===== src/rtl/decoder_seq_pkg.sv =====
// Shared types for the registered one-hot decoder/sequencer.
package decoder_seq_pkg;

  typedef enum logic [1:0] {
    MODE_LEVEL = 2'd0,
    MODE_PULSE = 2'd1,
    MODE_SCAN  = 2'd2,
    MODE_RSVD  = 2'd3
  } mode_t;

  typedef enum logic [1:0] {
    S_IDLE  = 2'd0,
    S_LEVEL = 2'd1,
    S_PULSE = 2'd2,
    S_SCAN  = 2'd3
  } state_t;

endpackage


===== src/rtl/decoder_seq_n_if.sv =====
// Command handshake and decoded-output bundle for decoder_seq_n.
interface decoder_seq_n_if #(
  parameter int EncodeWidth = 4,
  parameter int DecodeWidth = 2 ** EncodeWidth,
  parameter int DwellWidth  = 8
);
  logic [EncodeWidth-1:0] IN;
  logic [1:0]             MODE;
  logic [DwellWidth-1:0]  DWELL;
  logic                   VALID;
  logic                   READY;
  logic                   EN;
  logic [DecodeWidth-1:0] OUT;
  logic [EncodeWidth-1:0] IDX;
  logic                   ERR;

  modport master (
    output IN, MODE, DWELL, VALID, EN,
    input  READY, OUT, IDX, ERR
  );

  modport slave (
    input  IN, MODE, DWELL, VALID, EN,
    output READY, OUT, IDX, ERR
  );
endinterface


===== src/rtl/decoder_seq_n_dwell_counter.sv =====
// Loadable dwell down-counter; load wins over decrement, holds at zero.
module dwell_counter #(
  parameter int DwellWidth = 8
) (
  input  logic                  clk,
  input  logic                  rst,
  input  logic                  load,
  input  logic [DwellWidth-1:0] load_val,
  input  logic                  en,
  output logic                  zero
);
  logic [DwellWidth-1:0] cnt_q, cnt_d;

  always_comb begin
    cnt_d = cnt_q;
    if (load)                    cnt_d = load_val;
    else if (en && cnt_q != '0)  cnt_d = cnt_q - DwellWidth'(1);
  end

  always_ff @(posedge clk) begin
    if (rst) cnt_q <= '0;
    else     cnt_q <= cnt_d;
  end

  assign zero = (cnt_q == '0);
endmodule


===== src/rtl/decoder_seq_n.sv =====
// Registered one-hot decoder with level, pulse and timed-scan output modes.
//   state   | meaning
//   S_IDLE  | OUT low, waiting for a command
//   S_LEVEL | OUT = one-hot(IDX) while EN, until next accept
//   S_PULSE | single-cycle one-hot strobe, then IDLE
//   S_SCAN  | walk IDX over every line, DWELL+1 enabled cycles each
module decoder_seq_n
  import decoder_seq_pkg::*;
#(
  parameter int EncodeWidth = 4,
  parameter int DecodeWidth = 2 ** EncodeWidth,
  parameter int DwellWidth  = 8
) (
  input logic          CLK,
  input logic          RST,
  decoder_seq_n_if.slave bus
);
  localparam logic [EncodeWidth:0]   DEC_LIM  = (EncodeWidth+1)'(DecodeWidth);
  localparam logic [EncodeWidth-1:0] LAST_IDX = EncodeWidth'(DecodeWidth - 1);

  state_t                 state_q, state_d;
  logic [EncodeWidth-1:0] idx_q, idx_d, start_q, start_d, idx_step;
  logic [DwellWidth-1:0]  dwell_q, dwell_d, cnt_load_val;
  logic [DecodeWidth-1:0] out_q, out_d;
  logic                   err_q, err_d;
  logic                   ready, accept, illegal, cnt_load, cnt_zero;
  mode_t                  mode_in;

  function automatic logic [DecodeWidth-1:0] onehot(input logic [EncodeWidth-1:0] i);
    return {{(DecodeWidth-1){1'b0}}, 1'b1} << i;
  endfunction

  assign ready    = (state_q != S_SCAN);
  assign accept   = bus.VALID && ready;
  assign mode_in  = mode_t'(bus.MODE);
  assign illegal  = (mode_in == MODE_RSVD) || ({1'b0, bus.IN} >= DEC_LIM);
  assign idx_step = (idx_q == LAST_IDX) ? '0 : idx_q + EncodeWidth'(1);

  always_comb begin
    state_d      = state_q;
    idx_d        = idx_q;
    start_d      = start_q;
    dwell_d      = dwell_q;
    err_d        = 1'b0;
    out_d        = '0;
    cnt_load     = 1'b0;
    cnt_load_val = dwell_q;
    if (accept) begin
      if (illegal) begin
        err_d   = 1'b1;
        state_d = S_IDLE;
      end else begin
        idx_d = bus.IN;
        case (mode_in)
          MODE_LEVEL: state_d = S_LEVEL;
          MODE_PULSE: state_d = S_PULSE;
          default: begin
            state_d      = S_SCAN;
            start_d      = bus.IN;
            dwell_d      = bus.DWELL;
            cnt_load     = 1'b1;
            cnt_load_val = bus.DWELL;
          end
        endcase
      end
    end else begin
      case (state_q)
        S_PULSE: state_d = S_IDLE;
        S_SCAN: begin
          // Lap ends when the next step would land back on the start line.
          if (bus.EN && cnt_zero) begin
            cnt_load = 1'b1;
            if (idx_step == start_q) state_d = S_IDLE;
            else                     idx_d   = idx_step;
          end
        end
        default: ;
      endcase
    end
    if (bus.EN && state_d != S_IDLE) out_d = onehot(idx_d);
  end

  always_ff @(posedge CLK) begin
    if (RST) begin
      state_q <= S_IDLE;
      idx_q   <= '0;
      start_q <= '0;
      dwell_q <= '0;
      out_q   <= '0;
      err_q   <= 1'b0;
    end else begin
      state_q <= state_d;
      idx_q   <= idx_d;
      start_q <= start_d;
      dwell_q <= dwell_d;
      out_q   <= out_d;
      err_q   <= err_d;
    end
  end

  dwell_counter #(.DwellWidth(DwellWidth)) u_dwell (
    .clk      (CLK),
    .rst      (RST),
    .load     (cnt_load),
    .load_val (cnt_load_val),
    .en       (state_q == S_SCAN && bus.EN),
    .zero     (cnt_zero)
  );

  assign bus.READY = ready;
  assign bus.OUT   = out_q;
  assign bus.IDX   = idx_q;
  assign bus.ERR   = err_q;
endmodule


===== src/flat_wrapper.sv =====
// flat-port wrapper written by rule: the top's interface ports become plain ports
module decoder_seq_n_flat import decoder_seq_pkg::*;
#(
  parameter int EncodeWidth = 4,
  parameter int DecodeWidth = 2 ** EncodeWidth,
  parameter int DwellWidth  = 8
)
  (CLK, RST, bus_IN, bus_MODE, bus_DWELL, bus_VALID, bus_EN, bus_READY, bus_OUT, bus_IDX, bus_ERR);
  decoder_seq_n_if #(.EncodeWidth(EncodeWidth), .DecodeWidth(DecodeWidth), .DwellWidth(DwellWidth)) bus_i ();
  input logic CLK;
  input logic RST;
  input wire logic [$bits(bus_i.IN)-1:0] bus_IN;
  input wire logic [$bits(bus_i.MODE)-1:0] bus_MODE;
  input wire logic [$bits(bus_i.DWELL)-1:0] bus_DWELL;
  input wire logic [$bits(bus_i.VALID)-1:0] bus_VALID;
  input wire logic [$bits(bus_i.EN)-1:0] bus_EN;
  output wire logic [$bits(bus_i.READY)-1:0] bus_READY;
  output wire logic [$bits(bus_i.OUT)-1:0] bus_OUT;
  output wire logic [$bits(bus_i.IDX)-1:0] bus_IDX;
  output wire logic [$bits(bus_i.ERR)-1:0] bus_ERR;
  assign bus_i.IN = bus_IN;
  assign bus_i.MODE = bus_MODE;
  assign bus_i.DWELL = bus_DWELL;
  assign bus_i.VALID = bus_VALID;
  assign bus_i.EN = bus_EN;
  assign bus_READY = bus_i.READY;
  assign bus_OUT = bus_i.OUT;
  assign bus_IDX = bus_i.IDX;
  assign bus_ERR = bus_i.ERR;
  decoder_seq_n #(.EncodeWidth(EncodeWidth), .DecodeWidth(DecodeWidth), .DwellWidth(DwellWidth)) u_core (.CLK(CLK), .RST(RST), .bus(bus_i));
endmodule

===== config.mk =====
export PLATFORM = sky130hd
export DESIGN_NAME = decoder_seq_n_flat
export DESIGN_NICKNAME = d
export VERILOG_FILES = /design/src/rtl/decoder_seq_pkg.sv /design/src/rtl/decoder_seq_n_if.sv /design/src/rtl/decoder_seq_n_dwell_counter.sv /design/src/rtl/decoder_seq_n.sv /design/src/flat_wrapper.sv
export SDC_FILE = /design/constraint.sdc
export NUM_CORES = 1
export LEC_CHECK = 0
export CAP_MARGIN = 20
export CORE_ASPECT_RATIO = 1.4
export CORE_MARGIN = 2
export CORE_UTILIZATION = 45
export CTS_BUF_LIST = sky130_fd_sc_hd__clkbuf_16
export DETAILED_ROUTE_END_ITERATION = 7
export GPL_TIMING_DRIVEN = 1
export PLACE_DENSITY = 0.8
export SYNTH_ARGS = -nofsm -noshare
export SYNTH_HDL_FRONTEND = slang
export SYNTH_SLANG_ARGS = --single-unit
export TNS_END_PERCENT = 50

===== constraint.sdc =====
create_clock -name CLK -period 2.85 [get_ports CLK]
set_input_delay 0.57 -clock CLK [delete_from_list [all_inputs] [get_ports CLK]]
set_output_delay 0.57 -clock CLK [all_outputs]
set_load 0.02 [all_outputs]

# --- Word-level counts from Yosys, hierarchy flattened ---
# Cells that the tools add are included.
totals:
  regBits: 43
  in_bits: 18
  output_inout_bits: 22
  wordCells: 58
classes:
  addsub: 2
  n_eq_ne: 7
  shifts: 1
  muxes: 23
  bitwise_logic: 4
  reduce_logical: 14
ops:
  columns: ["cell", "count"]
  rows:
  - ["$mux 8", 5]
  - ["$mux 4", 6]
  - ["$shl 1x4->16 const A", 1]
  - ["$logic_not 8->1", 1]
  - ["$mux 2", 4]
  - ["$pmux 2 s2", 2]
  - ["$reduce_bool 8->1", 1]
  - ["$sub 8x1->8 const B", 1]
  - ["$eq 2x2->1 const B", 3]
  - ["$mux 1", 6]
  - ["$reduce_or 2->1", 3]
  - ["$logic_and 1x1->1", 5]
  - ["$add 4x1->4 const B", 1]
  - ["$eq 4x4->1", 1]
  - ["$eq 4x4->1 const B", 1]
  - ["$not 1->1", 4]
  - ["$reduce_bool 2->1", 2]
  - ["$reduce_and 3->1", 1]
  - ["$eq 2x1->1 const B", 1]
  - ["$logic_not 2->1", 1]
  - ["$ne 2x2->1 const B", 1]

# --- Depth between registers and ports, before layout ---
depth:
  word_depth: 11
  mapped_depth: 9

# --- By module ---
# Synthesis repeated with hierarchy kept, for this count alone.
hier_totals:
  cells_unflattened: 213
  hier_area_um2: 2021.9
modules_own_cells:
  columns: ["mod", "instances", "cells_per_inst", "area_per_inst_um2", "seq_area_each_um2"]
  rows:
  - ["decoder_seq_n", 1, 154, 1506.4, 700.7]
  - ["dwell_counter", 1, 59, 515.5, 160.2]

# --- Worst setup path before layout ---
# OpenSTA, ideal clock, no wires.
synth_timing:
  path_type: "reg2reg"
  startpoint: "register u_core.idx_q[0], in the netlist u_core.bus.IDX[0]"
  endpoint: "register u_core.out_q[9], in the netlist u_core.bus.OUT[9]"
  setup_time_ns: 0.152
  arrival_time_ns: 2.299
  slack_ns: 0.399
  path_stages_with_launch: 8
  n_path_buf: 0
  cell_sequence: "dfxtp_1 ha_1 inv_1 a311oi_4 xnor2_1 o211ai_1 a221oi_1 nor3_1"
synth_via:
  elab_chain_cells: 11
  elab_cells_between_ends: 18
synth_rtl:
  columns: ["item", "line_no", "rtl"]
  rows:
  - ["start, declared", "decoder_seq_n.sv:22", "logic [EncodeWidth-1:0] idx_q, idx_d, start_q, start_d, idx_step;"]
  - ["start signal, assigned", "decoder_seq_n.sv:93", "idx_q <= idx_d;"]
  - ["$add 4x1->4 or $eq 4x4->1 (tied branches)", "decoder_seq_n.sv:37", "assign idx_step = (idx_q == LAST_IDX) ? '0 : idx_q + EncodeWidth'(1);"]
  - ["$mux 4", "decoder_seq_n.sv:37", null]
  - ["$eq 4x4->1", "decoder_seq_n.sv:73", "if (idx_step == start_q) state_d = S_IDLE;"]
  - ["$mux 2", "decoder_seq_n.sv:73", null]
  - ["$mux 2", "decoder_seq_n.sv:71", "if (bus.EN && cnt_zero) begin"]
  - ["$pmux 2 s2", "decoder_seq_n.sv:67", "case (state_q)"]
  - ["$mux 2", "decoder_seq_n.sv:48", "if (accept) begin"]
  - ["$reduce_bool 2->1", "decoder_seq_n.sv:80", "if (bus.EN && state_d != S_IDLE) out_d = onehot(idx_d);"]
  - ["$logic_and 1x1->1", "decoder_seq_n.sv:80", null]
  - ["$not 1->1 (no source line)", null, null]
  - ["$reduce_or 2->1 (no source line)", null, null]
  - ["end signal, assigned", "decoder_seq_n.sv:96", "out_q <= out_d;"]
  - ["end, declared", "decoder_seq_n.sv:24", "logic [DecodeWidth-1:0] out_q, out_d;"]
# Several ways; a longest one is shown, not always the timed one.
# A chain may end at the register's enable or synchronous reset.

# --- Worst setup path after layout ---
layout_timing:
  startpoint: "input bus_EN"
  endpoint: "register u_core.out_q[12], in the netlist u_core.bus.OUT[12]"
layout_via:
  elab_chain_cells: 8
  elab_cells_between_ends: 12
layout_rtl:
  columns: ["item", "line_no", "rtl"]
  rows:
  - ["start, declared", "flat_wrapper.sv:16", "input wire logic [$bits(bus_i.EN)-1:0] bus_EN;"]
  - ["$logic_and 1x1->1", "decoder_seq_n.sv:71", null]
  - ["$mux 2", "decoder_seq_n.sv:71", null]
  - ["$pmux 2 s2", "decoder_seq_n.sv:67", null]
  - ["$mux 2", "decoder_seq_n.sv:48", null]
  - ["$reduce_bool 2->1", "decoder_seq_n.sv:80", null]
  - ["$logic_and 1x1->1", "decoder_seq_n.sv:80", null]
  - ["$not 1->1 (no source line)", null, null]
  - ["$reduce_or 2->1 (no source line)", null, null]
# Several ways; a longest one is shown, not always the timed one.

==> results.md <==
Timing:
- The fmax is 370 MHz.
- The max-slew violation count is 0.
- The final critical delay including setup and external delays is 2.70 ns.
- The share of the cycle needed by the critical path after routing is 94.9%.
- At the pin with the least slew margin, the transition time is 0.595 ns.
- The final hold slack is 0.484 ns.
- The setup total negative slack is 0 ns.
- The worst pin sits at a relative slew slack of 60.3%.
- Setup repair after global routing could not meet its margin everywhere.
- The final count of hold timing violations is 0.
- The worst clock skew is 0.00508 ns.
- Setup violations remaining at the end of the flow were counted as 0.

Detailed routing:
- In the routed design, unresolved DRC markers number 0.
- The average wire per cell in the routed design is 14.8 um.
- The per-cell via count in the routed design is 5.52.
- The detailed-router iteration count before antenna repair is 4.
- The via count is 1,888.
- The detail route stage leaves a number of antenna-violating nets equal to 0.
- The first routing iteration left 93 violations.
- For this block, the routed nets add up to 5050 um of wire.

Worst setup path:
- The cell family contributing the most delay on the critical path is simple AND/OR/NAND/NOR gates.
- The largest incremental delay on the critical path is 0.52 ns.
- The type of the setup path with the least slack is input pin to flip-flop.
- STA puts the critical path data arrival time at 2.89 ns.
- Of all nets on the critical path, the largest fanout is 8.
- The slowest library cell on the worst path is or4bb_1.
- Walking the worst path, the cells encountered are clkdlybuf4s50_1 -> or4bb_1 -> buf_4 -> nor3_4 -> a2bb2oi_1 -> o21ai_1 -> or2_4 -> nor4_1.
- The worst setup path is launched from an input pin.
- The sum of buffers and inverters on the critical path is 2.
- For the worst setup path, the data required time is 3.03 ns.
- The endpoint class of the critical path is a flip-flop.

Yosys:
- After synthesis the cells add up to 2070 um^2.
- Synthesis produced 229 cells.
- The netlist uses 57 different library cells.
- Counting flops with a built-in enable in the synthesized netlist gives 0.
- The most used flip-flop cell after synthesis is dfxtp_1.
- The share of async-settable or async-resettable flops after synthesis is 0%.
- The net count after synthesis is 254.
- The total number of yosys warnings is 0.
- Summing the sequential cell areas from Yosys gives 41.7% of the chip area.
- The number of storage elements in the synthesis netlist is 43.
- A synthesized cell averages 9.02 um^2.

Final layout:
- The number of antenna diodes in the final layout is 0.
- Counting the fill cells in the layout gives 375.
- The leading cell type in the layout, fill and taps excluded is dfxtp_1.
- Relative to the synthesized area, the layout overhead comes to 34.8%.
- The fraction of final layout cells with drive strength greater than 1 is 12.9%.
- The net total in the final layout is 304.
- Leaving out fill and tap cells, the most frequent cells in the layout are 43 x dfxtp_1, 39 x clkdlybuf4s50_1, 27 x nor2_1.

Clocking:
- The later pin in the worst-skew pair is clocked with a latency of 0.28 ns.
- The number of CTS-inserted buffers is 5.
- TritonCTS built the clock tree.
- The count of clock tree sinks is 43.
- The maximum clock path buffer count is 2.
- In this run the clock root is driven by a clkbuf_16.
- The total number of H-tree levels is 2.
- The clock-pin transition on the worst setup and hold timing paths is 0.06 ns.

Placement:
- The wire-length estimate of the detail-placed layout is 3690 um.
- Routability-driven placement finished with a final weighted congestion of 0.822.
- Input and output buffers added on the ports amount to 39.

Global route:
- The met1 track demand over resource is 22.2%.
- The met3 usage in global routing is 5.39%.
- For this run the aggregate overflow at the end of global routing stands at 0.
- The total global routing track utilization is 21.0%.
- The first global-routing pass estimated 8270 um of wire.
- The initial antenna violation count is 0.
- Entering global routing, the biggest net connects 28 pins.
- The number of global-route vias before repair was 1,916.
- The met2 capacity usage during global routing is 37.8%.
- The layer flagged by global routing as most heavily used is met2.

Flow run:
- The number of maximum-capacitance constraint violations is 0.

Status:
- The run finished with clean final reports.

Floorplanning:
- The effective utilization at floorplan is 46.3%.
- The area of the die is 5160 um^2.
- 40 I/O pins were placed.
- The height of the chip is 84.2 um.
- The floorplan has 29 rows.
- The die boundary width is 61.3 um.
- In this run the standard cell core region covers 4460 um^2.

Power and ir drop:
- For this design the ratio of total power to cell area is 533 nW/um^2.
- The worst vdd rail ir drop is 0.000443 V.
- The total design power is 1.48 mW.
- In this run the static leakage power is 1.11 nW.

Worst hold path:
- In this run the worst hold path is classified as flip-flop to flip-flop.
==> layout make-up <==
type	count	area [um^2]	area share, %
multi-input cells	168	1160	41.6
inverters	7	26.3	0.943
repair buffers	54	515	18.5
clock inverters	3	20.0	0.719
flip-flops and latches	43	861	30.9
well taps	62	77.6	2.79
clock buffers	5	125	4.49
==> kinds of logic (layout without fill, tap and decap cells) <==
kind of cell | Yosys count | in the layout | synth area share (%)
compound gates | 47 | 47 | 16.4
xor+xnor | 5 | 5 | 3.21
fa+ha+maj | 7 | 7 | 4.24
buf+inv | 18 | 69 | 3.45
flops | 43 | 43 | 41.7
mux | 13 | 13 | 6.42
simple gates | 96 | 96 | 24.7
==> power breakdown <==
part	switching, mW	internal (mW)
logic	0.156	0.127
clock network	0.234	0.323
registers	0.0192	0.626
total	0.409	1.08
==> final timing paths <==
path | from | end | slack (ns) | depth (start not counted)
hold reg to reg | u_core.u_dwell.cnt_q[1] | u_core.u_dwell.cnt_q[1] | 0.48 | 2
hold / removal | u_core.u_dwell.cnt_q[1] | u_core.u_dwell.cnt_q[1] | 0.48 | 2
setup reg to reg | u_core.bus.IDX[0] | u_core.bus.OUT[3] | 0.19 | 7
setup / recovery | bus_EN | u_core.bus.OUT[12] | 0.15 | 8
==> registers in the layout, summed over array words and instances, names as in the netlist <==
name and count:
u_core.state_q 2, u_core.u_dwell.cnt_q 8, u_core.start_q 4, u_core.bus.OUT 16
u_core.bus.ERR 1, u_core.dwell_q 8, u_core.bus.IDX 4
==> cells in the mapped netlist (all sizes together) (3+ instances only) <==
library cell | n | area (um^2)
a21oi | 12 | 60.1
or3 | 3 | 23.8
nand3 | 4 | 20.0
inv | 6 | 22.5
and2 | 4 | 25.0
buf | 3 | 13.8
ha | 7 | 87.6
nand2 | 19 | 71.3
o211ai | 3 | 22.5
clkbuf | 8 | 31.3
nor4 | 14 | 93.8
o21ai | 12 | 60.1
dfxtp | 43 | 861
nor3 | 12 | 71.3
nor2 | 27 | 101
mux2i | 11 | 110
==> routing by layer <==
layer  vias to the layer above  part of all wire [%]
li1                        935                     -
met1                       885                    37
met2                        57                    55
met3                        11                   5.0
met4                         0                   2.4
met5                         -                     0
==> through the flow <==
step	std cells	setup WS, ns	instance area (um^2)	util (%)
final	342	0.146	2790	62.4
after floorplan	229	0.399	2070	-
after CTS	342	0.0369	2760	61.8
after global routing	342	-0.0193	2790	62.4
after global placement	334	-0.193	2610	58.6
after detailed placement	334	-0.242	2610	58.6
==> worst min-delay path, stage by stage (launching register included) <==
cell and delay, ns:
dfxtp_1 0.33, nand2_1 0.06, a21oi_1 0.05
==> repair_timing <==
| action | 4_1_cts | 5_1_grt |
|---|---|---|
| gates resized for setup | 0 | 4 |
| buffers inserted | 0 | 0 |
| hold buffers | 0 | 0 |
| setup endpoints to repair | 0 | 13 |
No activity file was read; power rests on OpenSTA's default activity.
